--- src/rtl/rc_bit_unstuff.sv ---
`default_nettype none
// ============================================================================
//  Module      : rc_bit_unstuff
//  Description : Receive-side bit unstuffer. Drops the 0 inserted after six
//                consecutive 1s, forwards every other bit to the receive CRC
//                stage with one clock of latency, frames the packet with
//                start/end pulses, and flags stuffing and length errors.
//  Revision    : 1.0  initial release
// ============================================================================
module rc_bit_unstuff (
    input  logic clk,
    input  logic rst_n,
    input  logic abort,
    input  logic d_in,
    input  logic d_valid,
    input  logic sop,
    input  logic eop,
    input  logic err_ack,
    output logic s_in,
    output logic s_valid,
    output logic start_rc_crc,
    output logic end_rc_crc,
    output logic stuff_err,
    output logic len_err
);

    // Largest number of unstuffed bits a packet may carry.
    localparam logic [6:0] MAX_BITS  = 7'd88;
    // Run length of 1s after which the next bit must be a stuffed 0.
    localparam logic [2:0] ONES_STUF = 3'd6;

    typedef enum logic [1:0] {
        ST_IDLE = 2'd0,
        ST_RECV = 2'd1,
        ST_DONE = 2'd2,
        ST_ERR  = 2'd3
    } state_t;

    state_t     state_q,     state_d;
    logic [2:0] ones_q,      ones_d;
    logic [6:0] cnt_q,       cnt_d;
    logic       s_in_q,      s_in_d;
    logic       s_valid_q,   s_valid_d;
    logic       start_q,     start_d;
    logic       end_q,       end_d;
    logic       stuff_err_q, stuff_err_d;
    logic       len_err_q,   len_err_d;

    // Per-cycle decode helpers: an error raised by the bit in this cycle,
    // and whether that bit is being forwarded.
    logic       bit_err;
    logic       fwd;

    // Next-state and next-output computation for the whole block.
    always_comb begin
        state_d     = state_q;
        ones_d      = ones_q;
        cnt_d       = cnt_q;
        s_in_d      = 1'b0;
        s_valid_d   = 1'b0;
        start_d     = 1'b0;
        end_d       = 1'b0;
        stuff_err_d = stuff_err_q;
        len_err_d   = len_err_q;
        bit_err     = 1'b0;
        fwd         = 1'b0;

        if (abort) begin
            // Abort wins over everything: back to idle with all outputs low.
            state_d     = ST_IDLE;
            ones_d      = 3'd0;
            cnt_d       = 7'd0;
            stuff_err_d = 1'b0;
            len_err_d   = 1'b0;
        end else begin
            case (state_q)
                ST_IDLE: begin
                    if (sop) begin
                        state_d = ST_RECV;
                        ones_d  = 3'd0;
                        cnt_d   = 7'd0;
                    end
                end

                ST_RECV: begin
                    if (sop) begin
                        // A new SYNC restarts reception; the partial packet
                        // is silently discarded.
                        ones_d = 3'd0;
                        cnt_d  = 7'd0;
                    end else begin
                        if (d_valid) begin
                            if (ones_q == ONES_STUF) begin
                                if (d_in) begin
                                    state_d     = ST_ERR;
                                    stuff_err_d = 1'b1;
                                    bit_err     = 1'b1;
                                end else begin
                                    // Stuffed 0: consumed, not forwarded.
                                    ones_d = 3'd0;
                                end
                            end else if (cnt_q == MAX_BITS) begin
                                state_d   = ST_ERR;
                                len_err_d = 1'b1;
                                bit_err   = 1'b1;
                            end else begin
                                fwd       = 1'b1;
                                s_valid_d = 1'b1;
                                s_in_d    = d_in;
                                start_d   = (cnt_q == 7'd0);
                                cnt_d     = cnt_q + 7'd1;
                                ones_d    = d_in ? (ones_q + 3'd1) : 3'd0;
                            end
                        end

                        // End of packet is judged after this cycle's bit.
                        if (eop && !bit_err) begin
                            if (cnt_d != 7'd0) begin
                                state_d = ST_DONE;
                                // If a bit is forwarded this cycle the end
                                // pulse is held off one clock so it never
                                // overlaps s_valid.
                                end_d   = !fwd;
                            end else begin
                                state_d = ST_IDLE;
                                ones_d  = 3'd0;
                            end
                        end
                    end
                end

                ST_DONE: begin
                    if (end_q) begin
                        state_d = ST_IDLE;
                        ones_d  = 3'd0;
                        cnt_d   = 7'd0;
                    end else begin
                        end_d = 1'b1;
                    end
                end

                ST_ERR: begin
                    if (err_ack) begin
                        state_d     = ST_IDLE;
                        ones_d      = 3'd0;
                        cnt_d       = 7'd0;
                        stuff_err_d = 1'b0;
                        len_err_d   = 1'b0;
                    end
                end

                default: begin
                    state_d = ST_IDLE;
                end
            endcase
        end
    end

    // State, counter and registered-output flops with synchronous reset.
    always_ff @(posedge clk) begin
        if (!rst_n) begin
            state_q     <= ST_IDLE;
            ones_q      <= 3'd0;
            cnt_q       <= 7'd0;
            s_in_q      <= 1'b0;
            s_valid_q   <= 1'b0;
            start_q     <= 1'b0;
            end_q       <= 1'b0;
            stuff_err_q <= 1'b0;
            len_err_q   <= 1'b0;
        end else begin
            state_q     <= state_d;
            ones_q      <= ones_d;
            cnt_q       <= cnt_d;
            s_in_q      <= s_in_d;
            s_valid_q   <= s_valid_d;
            start_q     <= start_d;
            end_q       <= end_d;
            stuff_err_q <= stuff_err_d;
            len_err_q   <= len_err_d;
        end
    end

    assign s_in         = s_in_q;
    assign s_valid      = s_valid_q;
    assign start_rc_crc = start_q;
    assign end_rc_crc   = end_q;
    assign stuff_err    = stuff_err_q;
    assign len_err      = len_err_q;

endmodule
`default_nettype wire
--- config.mk ---
export PLATFORM = sky130hd
export DESIGN_NAME = rc_bit_unstuff
export DESIGN_NICKNAME = d
export VERILOG_FILES = /design/src/rtl/rc_bit_unstuff.sv
export SDC_FILE = /design/constraint.sdc
export NUM_CORES = 1
export LEC_CHECK = 0
export BUFFER_PORTS_ARGS = -buffer_cell sky130_fd_sc_hd__buf_2
export CORE_MARGIN = 2
export CORE_UTILIZATION = 62
export DETAILED_ROUTE_END_ITERATION = 16
export PLACE_DENSITY = 0.84
export SYNTH_ARGS = -nofsm -noshare
export SYNTH_HDL_FRONTEND = slang
export SYNTH_SLANG_ARGS = --single-unit
--- constraint.sdc ---
create_clock -name clk -period 4.7 [get_ports clk]
set_clock_uncertainty 0.1 [all_clocks]
set_input_delay 0.94 -clock clk [delete_from_list [all_inputs] [get_ports clk]]
set_output_delay 0.94 -clock clk [all_outputs]
set_load 0.03 [all_outputs]
==> impl_metrics.env <==
export IMPL_status="finished, final reports clean"
export IMPL_fp_row_count=16
export IMPL_ys_ff_latch=18
export IMPL_ir_worst_vdd_v=0.000165
export IMPL_cts_hold_buf=0
export IMPL_async_flop_share=0
export IMPL_powerDensity_nw_per_um2=209
export IMPL_synth_area_um2=1290
export IMPL_synthMuxAreaShare=0.00773
export IMPL_syn2layout_area_growth_pct=6.96
export IMPL_grt_ovfl_total=0
export IMPL_yosys_area_share_simple=0.303
export IMPL_start_util=0.660
export IMPL_yosys_area_top_type="dfxtp_1"
export IMPL_core_area_um2=1960
export IMPL_drc_errors=0
export IMPL_drive_gt1_frac=0.181
export IMPL_fin_crit_ps=2360
export IMPL_grtUsageTotal=0.252
export IMPL_synth_cell_types=50
export IMPL_routabilityCongestion=0.992
export IMPL_num_vias=1267
export IMPL_clock_sinks=18
export IMPL_crit_path_start_kind="input pin"
export IMPL_synth_top_family_by_area="simple AND/OR/NAND/NOR gates"
export IMPL_synth_fa_ha_area_frac=0.0870
export IMPL_fin_nets=189
export IMPL_arrival_ps=2460
export IMPL_slew_violations=0
export IMPL_ys_top_cells_by_count="18 x dfxtp_1, 17 x nand2_1, 13 x a21oi_1"
export IMPL_clk_pin_slew_ps=110
export IMPL_dr_pass1_iters=5
export IMPL_grt_pass1_vias=1136
export IMPL_synth_edf_count=0
export IMPL_synth_nets=177
export IMPL_dp_cells=194
export IMPL_synthTopCellsByArea="dfxtp_1 28%, ha_1 8.7%, a21oi_1 5.0%"
export IMPL_cts_root_buf="clkbuf_4"
export IMPL_routed_wl_um=3030
export IMPL_relSlewSlack=0.648
export IMPL_tritoncts="done"
export IMPL_max_cap_violations=0
export IMPL_cts_resized=0
export IMPL_synthCells=160
export IMPL_syn_avg_cell_area_um2=8.09
export IMPL_dieWidth_um=49.7
export IMPL_antenna_cells=0
export IMPL_postCtsSetupBuffers=0
export IMPL_clock_fmax_mhz=423
export IMPL_synth_compound_area_frac=0.258
export IMPL_ios=14
export IMPL_pre_cts_ws_ps=2080
export IMPL_fin_crit_sh=0.503
export IMPL_final_cells=198
export IMPL_finalSetupTns_ps=0
export IMPL_worst_slack_ps=2340
export IMPL_finalHoldViolations=0
export IMPL_vias_per_cell=6.40
export IMPL_antenna_found_initial=0
export IMPL_yosysWarnings=0
export IMPL_port_buffers=13
export IMPL_clkLatencyLatePin_ps=300
export IMPL_synthXorXnorAreaFrac=0.0135
export IMPL_htree_levels=1
export IMPL_ant_nets=0
export IMPL_die_h_um=49.7
export IMPL_yosysMostFrequentCell="dfxtp_1"
export IMPL_cts_buffers=3
export IMPL_wl_per_cell_um=15.3
export IMPL_rsz0062_at_grt="false"
export IMPL_crit_path_end_kind="flop"
export IMPL_hp_class="flop to flop"
export IMPL_crit_type="input pin to flop"
export IMPL_dieArea_um2=2470
export IMPL_ys_flop_type="dfxtp_1"
export IMPL_tightest_slew_ps=528
export IMPL_place_hpwl_um=2180
export IMPL_cts_path_max_buffers=2
export IMPL_setup_viol=0
export IMPL_grt_start_max_net_pins=14
export IMPL_synth_top_area_share=0.278
export IMPL_drtIter0Drc=72
export IMPL_ys_seq_area_frac=0.278
export IMPL_cellLeakagePower_nw=0.507
export IMPL_required_ps=4800
export IMPL_grt_pass1_wl_um=4920
export IMPL_crit_path_max_fanout=7
==> worst paths after layout <==
| path | slack (ps) | cells past startpoint | endpoint | startpoint |
|---|---|---|---|---|
| worst min register to register | 400 | 2 | len_err | len_err |
| worst max-delay path | 2340 | 7 | ones_q[1] | d_valid |
| worst min-delay path | 400 | 2 | len_err | len_err |
| worst max register to register | 2350 | 8 | ones_q[1] | ones_q[0] |
==> worst max-delay path: stages <==
cell	delay (ps)
buf_2	140
a21bo_2	290
a21oi_1	380
a31o_2	260
nand4_2	130
a31oi_1	220
o31ai_1	100
==> through the flow <==
| stage | total power [mW] | util | area [um^2] | hold WS (ps) |
|---|---|---|---|---|
| after global placement | 0.189 | 0.688 | 1350 | 363 |
| after detailed placement | 0.190 | 0.688 | 1350 | 378 |
| after global routing | 0.298 | 0.706 | 1390 | 431 |
| after CTS | 0.288 | 0.706 | 1390 | 399 |
| after floorplan | 0.180 | - | 1290 | 369 |
| final | 0.290 | 0.706 | 1390 | 397 |
==> final cells by class <==
class / count / area, um^2
fill: 172 / 577
timing repair buffer: 13 / 65.1
multi-input combinational: 130 / 867
tap: 27 / 33.8
sequential: 18 / 360
inverter: 6 / 22.5
clock buffer: 4 / 36.3
==> per-layer routing <==
layer,part of all wire,GRT usage,wire [um],vias to the layer above
met4,0.012,0.0694,36,0
met5,0,0,0,-
met3,0.088,0.0273,266,8
met2,0.46,0.424,1400,74
li1,-,-,-,615
met1,0.44,0.339,1330,570
==> sequential cells by signal, indices dropped and copies added (netlist names) <==
signal	cells
s_valid	1
state_q	2
ones_q	3
end_rc_crc	1
stuff_err	1
cnt_q	7
start_rc_crc	1
s_in	1
len_err	1
==> logic make-up (layout without fill, tap and decap cells) <==
| group | count (synthesis) | after routing |
|---|---|---|
| AND/OR/NAND/NOR | 71 | 71 |
| AO/OA/AOI/OAI | 47 | 47 |
| flip-flops | 18 | 18 |
| buffers and inverters | 12 | 23 |
| adder cells (fa/ha/maj) | 9 | 9 |
| XOR/XNOR | 2 | 2 |
| multiplexers | 1 | 1 |
==> cells in the final DEF (no fill, tap or decap), types with 2 or more instances in the layout <==
| master | Yosys | layout |
|---|---|---|
| o211ai_1 | 2 | 2 |
| a22oi_1 | 3 | 3 |
| dfxtp_1 | 18 | 18 |
| nor3_1 | 6 | 6 |
| nor2b_1 | 2 | 2 |
| nor3b_2 | 2 | 2 |
| and3_1 | 4 | 4 |
| clkbuf_4 | 0 | 3 |
| ha_1 | 9 | 9 |
| inv_1 | 6 | 6 |
| a31oi_1 | 4 | 4 |
| and2_1 | 2 | 2 |
| o21ai_0 | 8 | 8 |
| a21oi_1 | 13 | 13 |
| nor2_1 | 10 | 10 |
| nand2_1 | 17 | 17 |
| buf_2 | 0 | 13 |
| nand3_1 | 9 | 9 |
| a211oi_1 | 2 | 2 |
| nand4_1 | 2 | 2 |
| nand2b_1 | 5 | 5 |
| o31ai_1 | 3 | 3 |
==> where the power goes <==
group,total [mW],internal [mW],switching [mW]
clock network,0.102,0.0473,0.0543
logic,0.0339,0.0119,0.0220
registers,0.154,0.153,0.000803
Power figures use the tool's default switching activity.
